===== config.mk =====
export PLATFORM = sky130hd
export DESIGN_NAME = alu_issue_sched_flat
export DESIGN_NICKNAME = d
export VERILOG_FILES = /design/src/rtl/alu_issue_sched_if.sv /design/src/rtl/alu_issue_sched.sv /design/src/flat_wrapper.sv
export SDC_FILE = /design/constraint.sdc
export NUM_CORES = 1
export LEC_CHECK = 0
export ABC_CLOCK_PERIOD_IN_PS = 1940
export CORE_MARGIN = 5
export CORE_UTILIZATION = 40
export DETAILED_ROUTE_END_ITERATION = 8
export GPL_ROUTABILITY_DRIVEN = 0
export PLACE_DENSITY = 0.8
export SETUP_SLACK_MARGIN = 0.5
export SLEW_MARGIN = 30
export SYNTH_ARGS = -nofsm -noshare
export SYNTH_HDL_FRONTEND = slang
export SYNTH_SLANG_ARGS = --single-unit

===== constraint.sdc =====
create_clock -name clk -period 1.94 [get_ports clk]
set_clock_uncertainty 0.05 [all_clocks]
set_input_delay 0.194 -clock clk [delete_from_list [all_inputs] [get_ports clk]]
set_output_delay 0.194 -clock clk [all_outputs]
set_load 0.01 [all_outputs]

===== src/rtl/alu_issue_sched_if.sv =====
// Scheduler-facing bundle: RS request/grant, ALU issue/done, CDB offer/accept, RS free.
interface alu_issue_sched_if #(
  parameter int NUM_REQ = 4,
  parameter int TAG_W   = 3,
  parameter int IDX_W   = $clog2(NUM_REQ)
);
  logic [NUM_REQ-1:0]       req;
  logic [NUM_REQ*TAG_W-1:0] tag;
  logic [NUM_REQ-1:0]       grant;
  logic                     issue;
  logic [IDX_W-1:0]         issue_idx;
  logic                     alu_done;
  logic [31:0]              alu_res;
  logic                     cdb_valid;
  logic [TAG_W-1:0]         cdb_tag;
  logic [31:0]              cdb_value;
  logic                     cdb_ready;
  logic [NUM_REQ-1:0]       free;
  logic                     busy;

  // scheduler side
  modport slave (
    input  req, tag, alu_done, alu_res, cdb_ready,
    output grant, issue, issue_idx, cdb_valid, cdb_tag, cdb_value, free, busy
  );

  // environment side (RS / ALU / CDB)
  modport master (
    output req, tag, alu_done, alu_res, cdb_ready,
    input  grant, issue, issue_idx, cdb_valid, cdb_tag, cdb_value, free, busy
  );
endinterface


===== src/rtl/alu_issue_sched.sv =====
// Round-robin issue scheduler for one shared multi-cycle ALU.
// Picks one ready RS entry, issues it, holds the result until the CDB
// accepts it, then frees the entry. All outputs registered.
// Optional macro ALU_SCHED_B2B_EN: re-issue in the CDB transfer cycle,
// removing the IDLE bubble between transactions.
module alu_issue_sched #(
  parameter int NUM_REQ = 4,
  parameter int TAG_W   = 3,
  parameter int IDX_W   = $clog2(NUM_REQ)
) (
  input  logic clk,
  input  logic rst,
  input  logic flush,
  alu_issue_sched_if.slave bus
);

  typedef enum logic [1:0] {IDLE, EXEC, BCAST} state_t;

  state_t             state, state_n;
  logic [IDX_W-1:0]   ptr, ptr_n;
  logic [IDX_W-1:0]   idx_q, idx_n;
  logic [TAG_W-1:0]   htag, htag_n;
  logic [TAG_W-1:0]   ctag_q, ctag_n;
  logic [31:0]        cval_q, cval_n;
  logic [NUM_REQ-1:0] grant_q, grant_n;
  logic [NUM_REQ-1:0] free_q, free_n;
  logic               issue_q, issue_n;
  logic               valid_q, valid_n;
  logic               busy_q;
  logic [IDX_W:0]     pick_idle;

  function automatic logic [IDX_W-1:0] wrap_inc(input logic [IDX_W-1:0] i);
    return (int'(i) == NUM_REQ - 1) ? '0 : i + 1'b1;
  endfunction

  // {found, index}: first set bit scanning base, base+1, ... modulo NUM_REQ
  function automatic logic [IDX_W:0] rr_pick(input logic [NUM_REQ-1:0] r,
                                             input logic [IDX_W-1:0]   base);
    logic             found;
    logic [IDX_W-1:0] idx;
    int               j;
    found = 1'b0;
    idx   = '0;
    for (int k = 0; k < NUM_REQ; k++) begin
      j = (int'(base) + k) % NUM_REQ;
      if (!found && r[IDX_W'(j)]) begin
        found = 1'b1;
        idx   = IDX_W'(j);
      end
    end
    return {found, idx};
  endfunction

  assign pick_idle = rr_pick(bus.req, ptr);

`ifdef ALU_SCHED_B2B_EN
  // entry being freed is masked; scan starts at the post-transfer pointer
  logic [IDX_W:0] pick_b2b;
  assign pick_b2b = rr_pick(bus.req & ~(NUM_REQ'(1) << idx_q), wrap_inc(idx_q));
`endif

  // state register
  always_ff @(posedge clk) begin
    if (rst || flush) state <= IDLE;
    else              state <= state_n;
  end

  // next state and next registered-output values
  always_comb begin
    state_n = state;
    ptr_n   = ptr;
    idx_n   = idx_q;
    htag_n  = htag;
    ctag_n  = ctag_q;
    cval_n  = cval_q;
    valid_n = valid_q;
    grant_n = '0;
    issue_n = 1'b0;
    free_n  = '0;
    case (state)
      IDLE: begin
        if (pick_idle[IDX_W]) begin
          idx_n   = pick_idle[IDX_W-1:0];
          grant_n = NUM_REQ'(1) << pick_idle[IDX_W-1:0];
          issue_n = 1'b1;
          htag_n  = bus.tag[int'(pick_idle[IDX_W-1:0])*TAG_W +: TAG_W];
          state_n = EXEC;
        end
      end
      EXEC: begin
        // done may coincide with the issue pulse (zero-latency ALU)
        if (bus.alu_done) begin
          valid_n = 1'b1;
          ctag_n  = htag;
          cval_n  = bus.alu_res;
          state_n = BCAST;
        end
      end
      BCAST: begin
        // offer held stable until the CDB accepts; alu_done is ignored here
        if (bus.cdb_ready) begin
          valid_n = 1'b0;
          free_n  = NUM_REQ'(1) << idx_q;
          ptr_n   = wrap_inc(idx_q);
          state_n = IDLE;
`ifdef ALU_SCHED_B2B_EN
          if (pick_b2b[IDX_W]) begin
            idx_n   = pick_b2b[IDX_W-1:0];
            grant_n = NUM_REQ'(1) << pick_b2b[IDX_W-1:0];
            issue_n = 1'b1;
            htag_n  = bus.tag[int'(pick_b2b[IDX_W-1:0])*TAG_W +: TAG_W];
            state_n = EXEC;
          end
`endif
        end
      end
      default: state_n = IDLE;
    endcase
  end

  // output / datapath registers; flush clears everything except ptr
  always_ff @(posedge clk) begin
    if (rst || flush) begin
      if (rst) ptr <= '0;
      idx_q   <= '0;
      htag    <= '0;
      ctag_q  <= '0;
      cval_q  <= '0;
      valid_q <= 1'b0;
      grant_q <= '0;
      issue_q <= 1'b0;
      free_q  <= '0;
      busy_q  <= 1'b0;
    end else begin
      ptr     <= ptr_n;
      idx_q   <= idx_n;
      htag    <= htag_n;
      ctag_q  <= ctag_n;
      cval_q  <= cval_n;
      valid_q <= valid_n;
      grant_q <= grant_n;
      issue_q <= issue_n;
      free_q  <= free_n;
      busy_q  <= (state_n != IDLE);
    end
  end

  assign bus.grant     = grant_q;
  assign bus.issue     = issue_q;
  assign bus.issue_idx = idx_q;
  assign bus.cdb_valid = valid_q;
  assign bus.cdb_tag   = ctag_q;
  assign bus.cdb_value = cval_q;
  assign bus.free      = free_q;
  assign bus.busy      = busy_q;

  // protocol checks
  a_done_in_bcast: assert property (@(posedge clk) disable iff (rst || flush)
    !(state == BCAST && bus.alu_done));
  a_grant_oh: assert property (@(posedge clk) $onehot0(grant_q));
  a_free_oh:  assert property (@(posedge clk) $onehot0(free_q));

endmodule


===== src/flat_wrapper.sv =====
// flat-port wrapper written by rule: the top's interface ports become plain ports
module alu_issue_sched_flat 
#(
  parameter int NUM_REQ = 4,
  parameter int TAG_W   = 3,
  parameter int IDX_W   = $clog2(NUM_REQ)
)
  (clk, rst, flush, bus_req, bus_tag, bus_alu_done, bus_alu_res, bus_cdb_ready, bus_grant, bus_issue, bus_issue_idx, bus_cdb_valid, bus_cdb_tag, bus_cdb_value, bus_free, bus_busy);
  alu_issue_sched_if #(.NUM_REQ(NUM_REQ), .TAG_W(TAG_W), .IDX_W(IDX_W)) bus_i ();
  input  logic clk;
  input  logic rst;
  input  logic flush;
  input wire logic [$bits(bus_i.req)-1:0] bus_req;
  input wire logic [$bits(bus_i.tag)-1:0] bus_tag;
  input wire logic [$bits(bus_i.alu_done)-1:0] bus_alu_done;
  input wire logic [$bits(bus_i.alu_res)-1:0] bus_alu_res;
  input wire logic [$bits(bus_i.cdb_ready)-1:0] bus_cdb_ready;
  output wire logic [$bits(bus_i.grant)-1:0] bus_grant;
  output wire logic [$bits(bus_i.issue)-1:0] bus_issue;
  output wire logic [$bits(bus_i.issue_idx)-1:0] bus_issue_idx;
  output wire logic [$bits(bus_i.cdb_valid)-1:0] bus_cdb_valid;
  output wire logic [$bits(bus_i.cdb_tag)-1:0] bus_cdb_tag;
  output wire logic [$bits(bus_i.cdb_value)-1:0] bus_cdb_value;
  output wire logic [$bits(bus_i.free)-1:0] bus_free;
  output wire logic [$bits(bus_i.busy)-1:0] bus_busy;
  assign bus_i.req = bus_req;
  assign bus_i.tag = bus_tag;
  assign bus_i.alu_done = bus_alu_done;
  assign bus_i.alu_res = bus_alu_res;
  assign bus_i.cdb_ready = bus_cdb_ready;
  assign bus_grant = bus_i.grant;
  assign bus_issue = bus_i.issue;
  assign bus_issue_idx = bus_i.issue_idx;
  assign bus_cdb_valid = bus_i.cdb_valid;
  assign bus_cdb_tag = bus_i.cdb_tag;
  assign bus_cdb_value = bus_i.cdb_value;
  assign bus_free = bus_i.free;
  assign bus_busy = bus_i.busy;
  alu_issue_sched #(.NUM_REQ(NUM_REQ), .TAG_W(TAG_W), .IDX_W(IDX_W)) u_core (.clk(clk), .rst(rst), .flush(flush), .bus(bus_i));
endmodule

-- Yosys cells after proc, flatten, opt, wreduce, memory -nomap -nowiden
Index checks and enable logic that the tools add are counted.
- bits in registers: 55
- word-level logic and storage cells: 85
- add/subtract/negate cells: 4
- $mul: 1
- order comparisons: 4
- equal/unequal tests: 6
- shift operators: 3
- multiplexer cells: 33
- bitwise gates (word level): 4
- reduce and logical (&&, ||, !) cells: 19
- operator list (kind ; count):
    $shiftx A12 B32 Y3 ; 1
    $mux W2 ; 12
    $lt A2 B4 Y1 const B ; 4
    $mux W1 ; 15
    $bmux W1 S2 ; 4
    $reduce_bool A2 Y1 ; 4
    $shl A1 B2 Y4 const A ; 2
    $ne A2 B2 Y1 const B ; 3
    $pmux W2 S3 ; 1
    $reduce_and A3 Y1 ; 2
    $reduce_or A3 Y1 ; 2
    $add A2 B1 Y2 const B ; 2
    $add A2 B2 Y2 const B ; 2
    $eq A2 B1 Y1 const B ; 2
    $mul A2 B2 Y4 const B ; 1
    $not A1 Y1 ; 4
    $reduce_and A2 Y1 ; 2
    $logic_and A1 B1 Y1 ; 3
    $logic_not A1 Y1 ; 3
    $eq A2 B2 Y1 const B ; 1
    $logic_not A2 Y1 ; 1
    $pmux W1 S2 ; 1
    $reduce_or A2 Y1 ; 1
    $logic_or A1 B1 Y1 ; 1

-- Logic depth before layout (Yosys ltp)
- depth after elaboration: 16
- gate-level depth with buffers: 6

-- Worst setup path before layout
Ideal clock, no wire load.
- path type: reg2reg
- from: register u_core.ptr[1]
- to: register u_core.htag[1]
- library setup time: 0.134 ns
- arrival time: 1.595 ns
- path slack: 0.161 ns
- stages on the path, launching flop included: 6
- path buffers: 0
- period minus slack after synthesis: 1.779 ns
- path through: edfxtp_1 -> and3b_1 -> o21a_1 -> a211oi_4 -> mux2i_1 -> o221ai_1
- longest elaborated chain between the ends: 15
- elaborated cells on any way between the ends: 32
- those cells by class: 3 x add/sub; 1 x mul; 1 x shift; 20 x mux; 7 x reduce/logical
- RTL lines (item ; line ; RTL):
    start: declaration ; alu_issue_sched.sv:20 ; logic [IDX_W-1:0] ptr, ptr_n;
    start signal: assignment ; alu_issue_sched.sv:135 ; ptr <= ptr_n;
    parallel branches: the longest is 15 deep, another holds $add A2 B1 Y2 ; n/a ;
    end signal: assignment ; alu_issue_sched.sv:137 ; htag <= htag_n;
    end: declaration ; alu_issue_sched.sv:22 ; logic [TAG_W-1:0] htag, htag_n;
Parallel ways; which one is timed is not known. The select of a mux whose other input is x is not followed.
A chain may end at the register's enable or synchronous reset.

-- Worst setup path in the final report
- from: register u_core.ptr[0]
- to: register u_core.htag[1]
The elaborated chain is that of the path after synthesis.

==> impl_results.md <==
- Final Hold Viols: 0
- DR vias/cell: 4.819
- Clk sinks: 55
- Util after Layout: 67.64%
- Period minus WS final: 1.755 ns
- Async SR Flop Fraction: 0%
- Compound-gate portion of the synthesized area: 14.29%
- Count of final setup violators: 0
- Crit path kind: reg -> reg
- Register area share after synthesis: 55.41%
- Initial antenna violation count: 0
- Max Cap Violations: 0
- Worst path required time: 2.08 ns
- Largest delay share family, worst path: compound AO/OA/AOI/OAI gates
- DR iter-0 viols: 102
- DRC Markers: 0
- Clk buf depth: 2
- Mean Syn Cell Area: 8.573 µm²
- IO Port Bufs: 100
- Layout cell share with drive strength beyond 1: 8.504%
- Total gr overflow: 0
- DIE WIDTH: 81.12 µm
- Root Driver: clkbuf_8
- Via total after detailed routing: 1966
- CTS tree: yes
- Antenna diodes: 0
- Area Growth Syn to Fin: 61.04%
- Mux contribution to synthesized area: 3.958%
- CP startpoint: u_core.ptr[0]
- Register area: 1124 µm²
- XOR/XNOR Fraction of Synth Area: 0%
- Fill cells: 426
- Register bit total from synthesis: 55
- Crit. End Element: register
- Main combinational cell family by area after synthesis: simple AND/OR/NAND/NOR gates
- Part of the cycle the worst path needs: 90.46%
- Clock Latency Late Sink: 0.31 ns
- Synth Area in Simple Gates: 23.13%
- Final slew viol count: 0
- Synthesized Nets: 290
- First-pass GRT wire length: 8659 µm
- Power Dens Cells: 687.2 nW/µm²
- Synth cell types: 27
- Nets: 394
- DR pass1 iterations: 4
- All-layer global routing usage: 16.98%
- CP peak stage delay: 0.45 ns
- Io pins: 101
- Die outline height: 81.12 µm
- Maximum operating frequency: 0.5698 GHz
- CP bufs+invs: 1
- DIE AREA: 6580 µm²
- Outcome: finished, final reports clean
- Post-synthesis adder-cell area fraction: 0.6184%
- Startpoint types: register
- Crit path arrival time: 1.90 ns
- WL final: 5460 µm
- Post-route insts no fill: 408
- CTS hold repair buffers: 0
- Post-synth EDFFs: 2
- Hold Startpoint: bus_alu_res[21]
- Mapped Area: 2023 µm²
- Max-Slew Margin vs Limit: 82.53%
- Multi-input gate area: 863.3 µm²
- DR WL/cell: 13.38 µm
- Placed cell count: 398
- Initial core utilization: 42.00%
- Final instance area: 3258 µm²
- Crit-path max FO: 10
- VDD IR-drop max: 0.0004795 V
- CP Cell Sequence: and3b_1, o21a_1, a211oi_4, buf_12, mux2i_1, o221ai_1
- Worst-Margin Slew: 0.2615 ns
- Clock transition at path regs: 0.10 ns
- Core Rows: 25
- Core ar.: 4817 µm²
- Total CTS buffers: 5
- Largest net degree at the start of global routing: 45
- Placed inst area: 3144 µm²
- Synth warn: 0
- Pleak: 1.457 nW
- Worst slack, placed: -0.08009 ns
- Syn Inst Count: 236
- Post-DRT Antenna Nets: 0
- Setup WS post-layout: 0.1850 ns
- Main flop type after synthesis: dfxtp_1
- Vias in the first global route: 1910
- Post-DP HPWL: 4155 µm
- Htree depth: 2
- RSZ-0062 raised after global routing: yes
- Critical register-to-register path startpoint: u_core.ptr[0]
- Slowest stage cell, crit path: edfxtp_1
- Min-delay worst type: in -> reg
==> area by class of cell <==
class | instances | share of cell area (%)
inverters | 1 | 0.1152
multi-input cells | 167 | 26.50
clock buffers | 5 | 2.112
repair buffers | 110 | 32.80
clock inverters | 3 | 1.421
flip-flops and latches | 55 | 34.49
well taps | 67 | 2.573
==> cell usage in the layout, fill, tap and decap left out, drive strengths merged <==
master         netlist  routed
a211o                1       1
a211oi               1       1
a21o                 1       1
a21oi               39      39
a22oi                1       1
a2bb2oi              1       1
and3                 1       1
and3b                3       3
buf                  0      10
bufinv               0       1
clkbuf              13       5
clkdlybuf4s50        0      56
clkinvlp             0       1
dfxtp               53      53
dlygate4sd2          0      38
dlymetal6s2s         0       6
edfxtp               2       2
ha                   1       1
inv                  1       2
mux2i                8       8
nand2               75      75
nand2b               3       3
nand3                3       3
nand3b               2       2
nor2                15      15
nor3                 1       1
nor3b                1       1
nor4                 1       1
o21a                 1       1
o21bai               1       1
o221ai               3       3
or2                  2       2
or3b                 2       2
==> state kept, by name, summed over array words and instances (netlist names) <==
| signal | count |
|---|---|
| u_core.bus.cdb_value | 32 |
| u_core.bus.free | 4 |
| u_core.bus.grant | 4 |
| u_core.bus.cdb_tag | 3 |
| u_core.htag | 3 |
| u_core.bus.issue_idx | 2 |
| u_core.ptr | 2 |
| u_core.state | 2 |
| u_core.bus.busy | 1 |
| u_core.bus.cdb_valid | 1 |
| u_core.bus.issue | 1 |
==> synth_stat cells, drive strengths merged, types with 2 or more instances <==
| library cell | count | area (µm²) |
|---|---|---|
| dfxtp | 53 | 1061 |
| or2 | 2 | 12.51 |
| nand3 | 3 | 15.01 |
| o221ai | 3 | 26.28 |
| nand2 | 75 | 281.5 |
| nand2b | 3 | 18.77 |
| a21oi | 39 | 195.2 |
| nor2 | 15 | 56.30 |
| and3b | 3 | 26.28 |
| edfxtp | 2 | 60.06 |
| or3b | 2 | 17.52 |
| clkbuf | 13 | 48.80 |
| nand3b | 2 | 15.01 |
| mux2i | 8 | 80.08 |
==> kinds of logic (layout without fill, tap and decap cells) <==
family,count (synthesis),count (layout)
AOI/OAI and AO/OA,49,49
muxes,8,8
and+or+nand+nor,109,109
buffers and inverters,14,119
adders and majority gates,1,1
DFF,55,55
==> worst paths after layout <==
kind         slack [ns]  depth (start not counted)                  endpoint
min                0.37                          3  u_core.bus.cdb_value[21]
max reg2reg        0.18                          6            u_core.htag[1]
min reg2reg        0.41                          2  u_core.bus.cdb_value[31]
max                0.18                          6            u_core.htag[1]
==> where the power goes <==
group,leakage [nW],internal (mW),switching [mW]
sequential,0.450,1.16,0.0165
combinational,0.952,0.178,0.124
clock,0.0548,0.389,0.370
total,1.46,1.73,0.510
==> timing repair <==
action	CTS	global route
resized for setup	41	9
pin swaps	0	0
setup buffers	2	0
endpoints found under the setup margin	46	16
==> worst reg2reg max path: stages (launching register included) <==
cell      delay (ns)
edfxtp_1        0.45
and3b_1         0.22
o21a_1          0.20
a211oi_4        0.23
buf_12          0.17
mux2i_1         0.19
o221ai_1        0.13
==> metrics by stage <==
step	hold slack (ns)	setup TNS (ns)	total power, mW
after floorplan	0.2800	0	1.317
after global placement	0.3915	-0.01564	1.501
after detailed placement	0.3965	-0.2309	1.508
after CTS	0.3522	0	2.266
after global routing	0.3707	0	2.342
final	0.3666	0	2.239
==> per-layer routing <==
| layer | GRT usage [%] | part of all wire, % | vias to the layer above | routed length, µm |
|---|---|---|---|---|
| met5 | 0 | 0 | - | 0 |
| met4 | 4.054 | 1.1 | 0 | 61 |
| met3 | 6.652 | 9.0 | 9 | 490 |
| met2 | 29.64 | 50 | 68 | 2718 |
| met1 | 19.45 | 40 | 896 | 2189 |
| li1 | - | - | 993 | - |
(Power assumes the default switching activity.)
